--- src/rtl/array_pkg.sv ---
// Shared types for the array burst master: FSM states, read-FIFO entry,
// and the address-width helper used to size the array address port.
package array_pkg;

    typedef enum logic [1:0] {
        IDLE  = 2'd0,
        WRITE = 2'd1,
        READ  = 2'd2,
        DRAIN = 2'd3
    } state_t;

    localparam int DEF_WIDTH = 8;
    localparam int DEF_DEPTH = 2048;

    // Default-width entry; parameterised users declare their own copy.
    typedef struct packed {
        logic                 last;
        logic [DEF_WIDTH-1:0] data;
    } rd_entry_t;

    function automatic int addr_w(input int depth);
        return (depth > 1) ? $clog2(depth) : 1;
    endfunction

    localparam int DEF_AW = addr_w(DEF_DEPTH);

endpackage

--- src/rtl/array_rd_fifo.sv ---
// Two-entry synchronous FIFO holding read words ({last, data}).
// Ports: i_push/i_data write side, i_pop/o_data read side (head),
// o_full/o_empty status. Async active-low reset empties it.
module array_rd_fifo #(
    parameter int DW = 9
) (
    input  logic          clk,
    input  logic          rst_n,
    input  logic          i_push,
    input  logic [DW-1:0] i_data,
    input  logic          i_pop,
    output logic [DW-1:0] o_data,
    output logic          o_full,
    output logic          o_empty
);

    logic [DW-1:0] r_mem [2];
    logic          r_wptr;
    logic          r_rptr;
    logic [1:0]    r_cnt;

    always_ff @(posedge clk or negedge rst_n) begin
        if (!rst_n) begin
            r_mem[0] <= '0;
            r_mem[1] <= '0;
            r_wptr   <= 1'b0;
            r_rptr   <= 1'b0;
            r_cnt    <= 2'd0;
        end else begin
            if (i_push) begin
                r_mem[r_wptr] <= i_data;
                r_wptr        <= ~r_wptr;
            end
            if (i_pop) begin
                r_rptr <= ~r_rptr;
            end
            r_cnt <= r_cnt + 2'(i_push) - 2'(i_pop);
        end
    end

    assign o_data  = r_mem[r_rptr];
    assign o_full  = (r_cnt == 2'd2);
    assign o_empty = (r_cnt == 2'd0);

endmodule

--- src/rtl/array_burst_master.sv ---
// Burst initiator for a single-port array with 1-cycle registered reads.
// Ports: req_* command channel, wdata_* write stream, rdata_* read
// stream (with last), done pulse, arr_* array-side signals.
module array_burst_master
    import array_pkg::*;
#(
    parameter  int WIDTH = 8,
    parameter  int DEPTH = 2048,
    parameter  int LEN_W = 4,
    localparam int AW    = addr_w(DEPTH)
) (
    input  logic             clk,
    input  logic             rst_n,
    input  logic             req_valid,
    output logic             req_ready,
    input  logic             req_wr,
    input  logic [AW-1:0]    req_addr,
    input  logic [LEN_W-1:0] req_len,
    input  logic             wdata_valid,
    output logic             wdata_ready,
    input  logic [WIDTH-1:0] wdata,
    output logic             rdata_valid,
    input  logic             rdata_ready,
    output logic [WIDTH-1:0] rdata,
    output logic             rdata_last,
    output logic             done,
    output logic [AW-1:0]    arr_addr,
    output logic             arr_rd_o_wr,
    output logic [WIDTH-1:0] arr_i_data,
    input  logic [WIDTH-1:0] arr_o_data
);

    typedef struct packed {
        logic             last;
        logic [WIDTH-1:0] data;
    } rd_word_t;

    state_t           r_state;
    logic [AW-1:0]    r_addr;
    logic [AW-1:0]    r_hold;
    logic [LEN_W:0]   r_rem;
    logic             r_inflight;
    logic             r_infl_last;

    logic             w_wacc;
    logic             w_pop;
    logic             w_issue;
    logic             w_last;
    logic             w_full;
    logic             w_empty;
    logic [1:0]       w_cnt;
    logic [1:0]       w_credit;
    logic [AW-1:0]    w_addr_inc;
    logic [LEN_W:0]   w_len_ext;
    rd_word_t         w_push_word;
    rd_word_t         w_head;

    assign w_wacc = (r_state == WRITE) && wdata_valid;
    assign w_pop  = rdata_valid && rdata_ready;
    assign w_last = (r_rem == (LEN_W+1)'(1));

    // Words already buffered (after this cycle's pop) plus the one whose
    // array output lands next cycle must leave room for a new issue.
    assign w_cnt    = w_full ? 2'd2 : (w_empty ? 2'd0 : 2'd1);
    assign w_credit = w_cnt - 2'(w_pop) + 2'(r_inflight);
    assign w_issue  = (r_state == READ) && (w_credit < 2'd2);

    assign w_addr_inc = (r_addr == AW'(DEPTH - 1)) ? '0 : r_addr + 1'b1;
    assign w_len_ext  = (req_len == '0) ? {1'b1, {LEN_W{1'b0}}}
                                        : {1'b0, req_len};

    assign req_ready   = (r_state == IDLE);
    assign wdata_ready = (r_state == WRITE);
    assign arr_rd_o_wr = w_wacc;
    assign arr_i_data  = (r_state == WRITE) ? wdata : '0;
    // Outside an active burst the address parks on its last value.
    assign arr_addr    = (r_state == WRITE || r_state == READ) ? r_addr
                                                               : r_hold;
    assign done        = (w_wacc && w_last) || (r_state == DRAIN);

    assign w_push_word = '{last: r_infl_last, data: arr_o_data};

    array_rd_fifo #(
        .DW (WIDTH + 1)
    ) u_fifo (
        .clk     (clk),
        .rst_n   (rst_n),
        .i_push  (r_inflight),
        .i_data  (w_push_word),
        .i_pop   (w_pop),
        .o_data  (w_head),
        .o_full  (w_full),
        .o_empty (w_empty)
    );

    assign rdata_valid = !w_empty;
    assign rdata       = w_head.data;
    assign rdata_last  = w_head.last;

    always_ff @(posedge clk or negedge rst_n) begin
        if (!rst_n) begin
            r_state     <= IDLE;
            r_addr      <= '0;
            r_hold      <= '0;
            r_rem       <= '0;
            r_inflight  <= 1'b0;
            r_infl_last <= 1'b0;
        end else begin
            r_hold      <= arr_addr;
            r_inflight  <= w_issue;
            r_infl_last <= w_issue && w_last;
            unique case (r_state)
                IDLE: begin
                    if (req_valid) begin
                        r_addr  <= req_addr;
                        r_rem   <= w_len_ext;
                        r_state <= req_wr ? WRITE : READ;
                    end
                end
                WRITE: begin
                    if (w_wacc) begin
                        r_addr <= w_addr_inc;
                        r_rem  <= r_rem - 1'b1;
                        if (w_last) r_state <= IDLE;
                    end
                end
                READ: begin
                    if (w_issue) begin
                        r_addr <= w_addr_inc;
                        r_rem  <= r_rem - 1'b1;
                        if (w_last) r_state <= DRAIN;
                    end
                end
                DRAIN: begin
                    r_state <= IDLE;
                end
                default: r_state <= IDLE;
            endcase
        end
    end

endmodule
--- config.mk ---
export PLATFORM = sky130hd
export DESIGN_NAME = array_burst_master
export DESIGN_NICKNAME = d
export VERILOG_FILES = /design/src/rtl/array_pkg.sv /design/src/rtl/array_rd_fifo.sv /design/src/rtl/array_burst_master.sv
export SDC_FILE = /design/constraint.sdc
export NUM_CORES = 1
export LEC_CHECK = 0
export ABC_AREA = 1
export ABC_CLOCK_PERIOD_IN_PS = 2200
export CAP_MARGIN = 25
export CORE_MARGIN = 10
export CORE_UTILIZATION = 60
export CTS_BUF_LIST = sky130_fd_sc_hd__clkbuf_4 sky130_fd_sc_hd__clkbuf_8 sky130_fd_sc_hd__clkbuf_16
export DETAILED_ROUTE_END_ITERATION = 10
export DONT_BUFFER_PORTS = 1
export HOLD_SLACK_MARGIN = 0.03
export PLACE_DENSITY = 0.76
export SLEW_MARGIN = 25
export SYNTH_ARGS = -nofsm -noshare
export SYNTH_HDL_FRONTEND = slang
export SYNTH_SLANG_ARGS = --single-unit
--- constraint.sdc ---
create_clock -name clk -period 2.2 [get_ports clk]
set_clock_uncertainty 0.15 [all_clocks]
set_input_delay 0.44 -clock clk [delete_from_list [all_inputs] [get_ports clk]]
set_output_delay 0.44 -clock clk [all_outputs]
set_load 0.01 [all_outputs]
## Word level (Yosys, flattened, before mapping)

Index checks and enable logic that the tools add are counted.
W data, S select, Z words.

- Reductions and logical operators: 15
- Divide/modulo/power cells: 0
- Shifts and indexed selects: 0
- Equality and inequality tests: 11
- Bitwise operators: 4
- Order comparisons: 4
- $add $sub $neg: 6
- Mux-type cells: 27
- $mul: 0

Operators by type and width:

| kind | number |
|---|---|
| $mux W11 | 5 |
| $mux W9 | 4 |
| $pmux W11 S3 | 1 |
| $mux W5 | 4 |
| $bwmux W18 | 1 |
| $pmux W5 S3 | 1 |
| $mux W2 | 7 |
| $add A11 B1 Y11 const B | 1 |
| $eq A11 B11 Y1 const B | 1 |
| $demux W9 S1 | 1 |
| $mux W8 | 1 |
| $pmux W2 S4 | 1 |
| $eq A2 B2 Y1 const B | 3 |
| $logic_and A1 B1 Y1 | 6 |
| $ne A2 B2 Y1 const B | 3 |
| $eq A5 B1 Y1 const B | 1 |
| $reduce_and A5 Y1 | 1 |
| $sub A5 B1 Y5 const B | 1 |
| $add A2 B1 Y2 | 2 |
| $ge A2 B2 Y1 const B | 2 |
| $logic_not A2 Y1 | 2 |
| $logic_not A4 Y1 | 1 |
| $ne A2 B1 Y1 const B | 2 |
| $not A1 Y2 | 2 |
| other kinds (10) | 13 |

- Memories kept: 0
- Register bits after elaboration: 53
- Memory bits (read-only): 0
- Memory bits (writable): 0
- Latch bits: 0
- Word-level logic and storage cells: 78
- Output and inout bits: 33
- Bits of input ports: 37

## Depth between registers and ports, before layout

- Depth after elaboration: 9
- Gate-level depth with buffers: 9
- Mapped depth without buffers: 9

## Modules after synthesis

Synthesis repeated with hierarchy kept, for this count alone.

- Cells, all modules: 391
- Area total of the unflattened synthesis: 3022.9 um^2

By module, submodules not included:

| module | cells each | sequential area each (um^2) | area an instance (um^2) | instances |
|---|---|---|---|---|
| array_burst_master | 273 | 775.7 | 1963.1 | 1 |
| array_rd_fifo | 118 | 550.5 | 1059.8 | 1 |

## Worst setup path after synthesis

Ideal clock, no wire load.

- Path kind: register to output
- From: register r_state[0]
- To: output port arr_addr[0]
- Setup slack: 106 ps
- Data arrival time: 1504 ps
- Cell stages (with the launch flop): 7
- Path through: dfrtp_1 > inv_1 > ha_1 > inv_1 > buf_2 > clkbuf_1 > o21ai_0

- Cells in the longest elaborated chain, start to end: 3
- Elaborated cells between the ends (all ways): 4
- Those cells by class: 2 x eq/ne; 1 x mux; 1 x reduce/logical

Ends and longest elaborated chain:

| what | line | RTL |
|---|---|---|
| start, declared | array_burst_master.sv:38 | `state_t r_state;` |
| start signal, assigned | array_burst_master.sv:117 | `r_state <= req_wr ? WRITE : READ;` |
| $eq A2 B1 Y1 or $eq A2 B2 Y1 (tied branches) | array_burst_master.sv:77 | `assign arr_addr = (r_state == WRITE \|\| r_state == READ) ? r_addr` |
| $logic_or A1 B1 Y1 * | array_burst_master.sv:77 |  |
| $mux W11 * | array_burst_master.sv:77 |  |
| end, declared | array_burst_master.sv:27 | `output logic [AW-1:0] arr_addr,` |

Mark *: on every way between the ends. The rest lies on a longest branch, timed or not.

## Worst setup path after layout

- From: register r_state[0]
- To: output port arr_addr[3]

The elaborated chain is that of the path after synthesis.

==> out/qor.yml <==
p_sw_frac: 0.481
yosysWarnings: 0
power_mw: 5.15
critPathCaptureType: "output port"
dr.pass1.iters: 4
max_slew_margin: 0.655
die_width_um: 89.2
port_buffers: 0
grt_pass1_vias: 2253
io_pins: 70
grt_max_degree: 54
core_sq_um: 4690
required_ps: 1610
p_leak_nw: 1.71
layout-drive-gt1-share: 0.115
power_density_nw_per_um2: 1630
finalNetCount: 435
cts_made_buffers: 5
finalInstanceArea_sq_um: 3150
syn_area_sq_um: 2870
n_antenna_cell: 0
cap_violations: 0
period_needed_ps: 2100
hold_viol: 0
synth_top_cell_by_area: "dfrtp_1"
worst_pin_slew_ps: 516
antenna_found_initial: 0
ys_seq_elements: 53
syn_area_per_cell_sq_um: 7.46
p_switching_mw: 2.48
setup-violations-final: 0
clk_latency_ps: 310
comb_power_share: 0.547
startpoint: "r_state[0]$_DFFE_PN0P_"
wl_per_cell_um: 14.3
async_flop_share: 1.00
routed_wl_mm: 6.37
synth_largest_type_area_fraction: 0.462
maxSlewViolCount: 0
grt.total_usage: 0.161
critPathKind: "reg2out"
cts_htree_levels: 2
r2r-start: "r_addr[0]$_DFFE_PN0P_"
seqCellArea_sq_um: 1330
max-vdd-ir-drop_uv: 911
multi_input_area_sq_um: 1360
pwr-share-seq: 0.339
routed-via-count: 2373
synthCells: 385
synth_cell_type_count: 32
nFillCells: 407
synth_fp_nets: 430
place_area_sq_um: 2930
die_area_sq_um: 7960
hpwl_mm: 4.64
vias_per_cell: 5.33
grt_overflow: 0
status: "finished, final reports clean"
num_rows: 25
cts_setup_buffers: 0
synth_area_leaders: "dfrtp_1, nand2_1, o21ai_0"
p_int_mw: 2.67
pwr-share-clk: 0.114
die_y_um: 89.2
period_share: 0.957
yosys-top-cells-count: "nand2_1, dfrtp_1, inv_1"
tritoncts: "built"
instances_no_fill: 445
worstHoldStart: "arr_o_data[7]"
synthToLayoutAreaGrowth_pct: 9.80
path_clk_slew_ps: 110
start_util: 0.612
fmax_mhz: 475
cts.sinks: 53
hold_slack_ps: 126
critPathArrivalTime_ps: 1510
rsz0062_at_grt: "false"
cts_root_buffer: "clkbuf_8"
drc_errors: 0
yosysMostFrequentCell: "nand2_1"
cp_max_fo: 11
cts_buffer_depth: 2
ant_nets: 0
finalWeightedCongestion: 0.906
seq_area_frac_synth: 0.462
drt-initial-drc-count: 127
grt_pass1_wl_mm: 10.2
dpl.cell_count: 434
synth_edf_count: 0
synth_ff_type: "dfrtp_1"
start_kind: "flip-flop"
hp-class: "in2reg"
## through the flow
step	util	worst slack [ps]	TNS, ps
2_1_floorplan	-	106	0
3_3_place_gp	0.625	228	0
3_5_place_dp	0.625	182	0
4_1_cts	0.657	-26.3	-75.2
5_1_grt	0.672	1.72	0
6_report	0.672	95.2	0
## power by group through the flow
stage / Clock, mW / Combinational, mW / Sequential [mW]
global placement: 0 / 2.47 / 1.75
floorplan: 0 / 2.07 / 1.68
finish: 0.585 / 2.82 / 1.75
CTS: 0.602 / 2.63 / 1.75
global route: 0.640 / 3.21 / 1.81
detailed placement: 0 / 2.55 / 1.76
## critical path, stage by stage (launching register included)
cell and delay, ps:
dfrtp_1 420, inv_1 130, ha_4 230, inv_4 100, buf_6 150, nand2_1 70
o21ai_2 90
## final cells by class
cell class	count	area share
Timing Repair Buffer	9	0.0405
Tap cell	54	0.0214
Inverter	44	0.0532
Clock inverter	3	0.0107
Clock buffer	5	0.0218
Multi-Input combinational cell	277	0.432
Sequential cell	53	0.420
## kinds of logic after synthesis
| kind of cell | count (synthesis) | share of synthesized area |
|---|---|---|
| adder cells (fa/ha/maj) | 8 | 0.0348 |
| XOR/XNOR | 6 | 0.0183 |
| AO/OA/AOI/OAI | 48 | 0.0950 |
| flip-flops | 53 | 0.462 |
| buffers and inverters | 55 | 0.0806 |
| AND/OR/NAND/NOR | 214 | 0.306 |
| multiplexers | 1 | 0.00348 |
## registers in the layout (all words and copies together) (netlist names)
register and count:
u_fifo.r_wptr 1, u_fifo.r_cnt 2, u_fifo.r_mem 18, r_inflight 1, r_hold 11, r_state 2
r_infl_last 1, r_addr 11, u_fifo.r_rptr 1, r_rem 5
## cells in the final DEF, fill, tap and decap left out, drive strengths merged, types with 2 or more instances in the layout
master  count
nand2     173
dfrtp      53
inv        43
o21ai      39
nand3      19
nor2       15
ha          8
buf         7
clkbuf      6
xor2        5
nand4       5
a21oi       5
clkinv      4
o22ai       2
## metal layers
metal,global-route usage,part of all wire,vias to the layer above
li1,-,-,1208
met1,0.184,0.43,1096
met2,0.276,0.49,62
met3,0.0529,0.072,7
met4,0.0535,0.010,0
met5,0,0,-
## what timing repair did
item / in CTS / in global routing
endpoints found under the setup margin: 11 / 10
pin swaps: 0 / 0
gates cloned: 0 / 1
gates resized for setup: 11 / 12
endpoints found under the hold margin: 53 / 0
hold buffers: 2 / 0
## worst paths after layout
check | end | slack [ps] | cells after the start
worst max-delay path | arr_addr[3] | 100 | 6
worst max register to register | r_addr[7]$_DFFE_PN0P_ | 380 | 8
max in group asynchronous | r_hold[7]$_DFF_PN0_ | 1180 | 2
worst min register to register | u_fifo.r_wptr$_DFFE_PN0P_ | 340 | 1
worst min-delay path | u_fifo.r_mem[16]$_DFFE_PN0P_ | 130 | 2
min in group asynchronous | u_fifo.r_mem[16]$_DFFE_PN0P_ | 480 | 2
No activity file was read; power rests on OpenSTA's default activity.
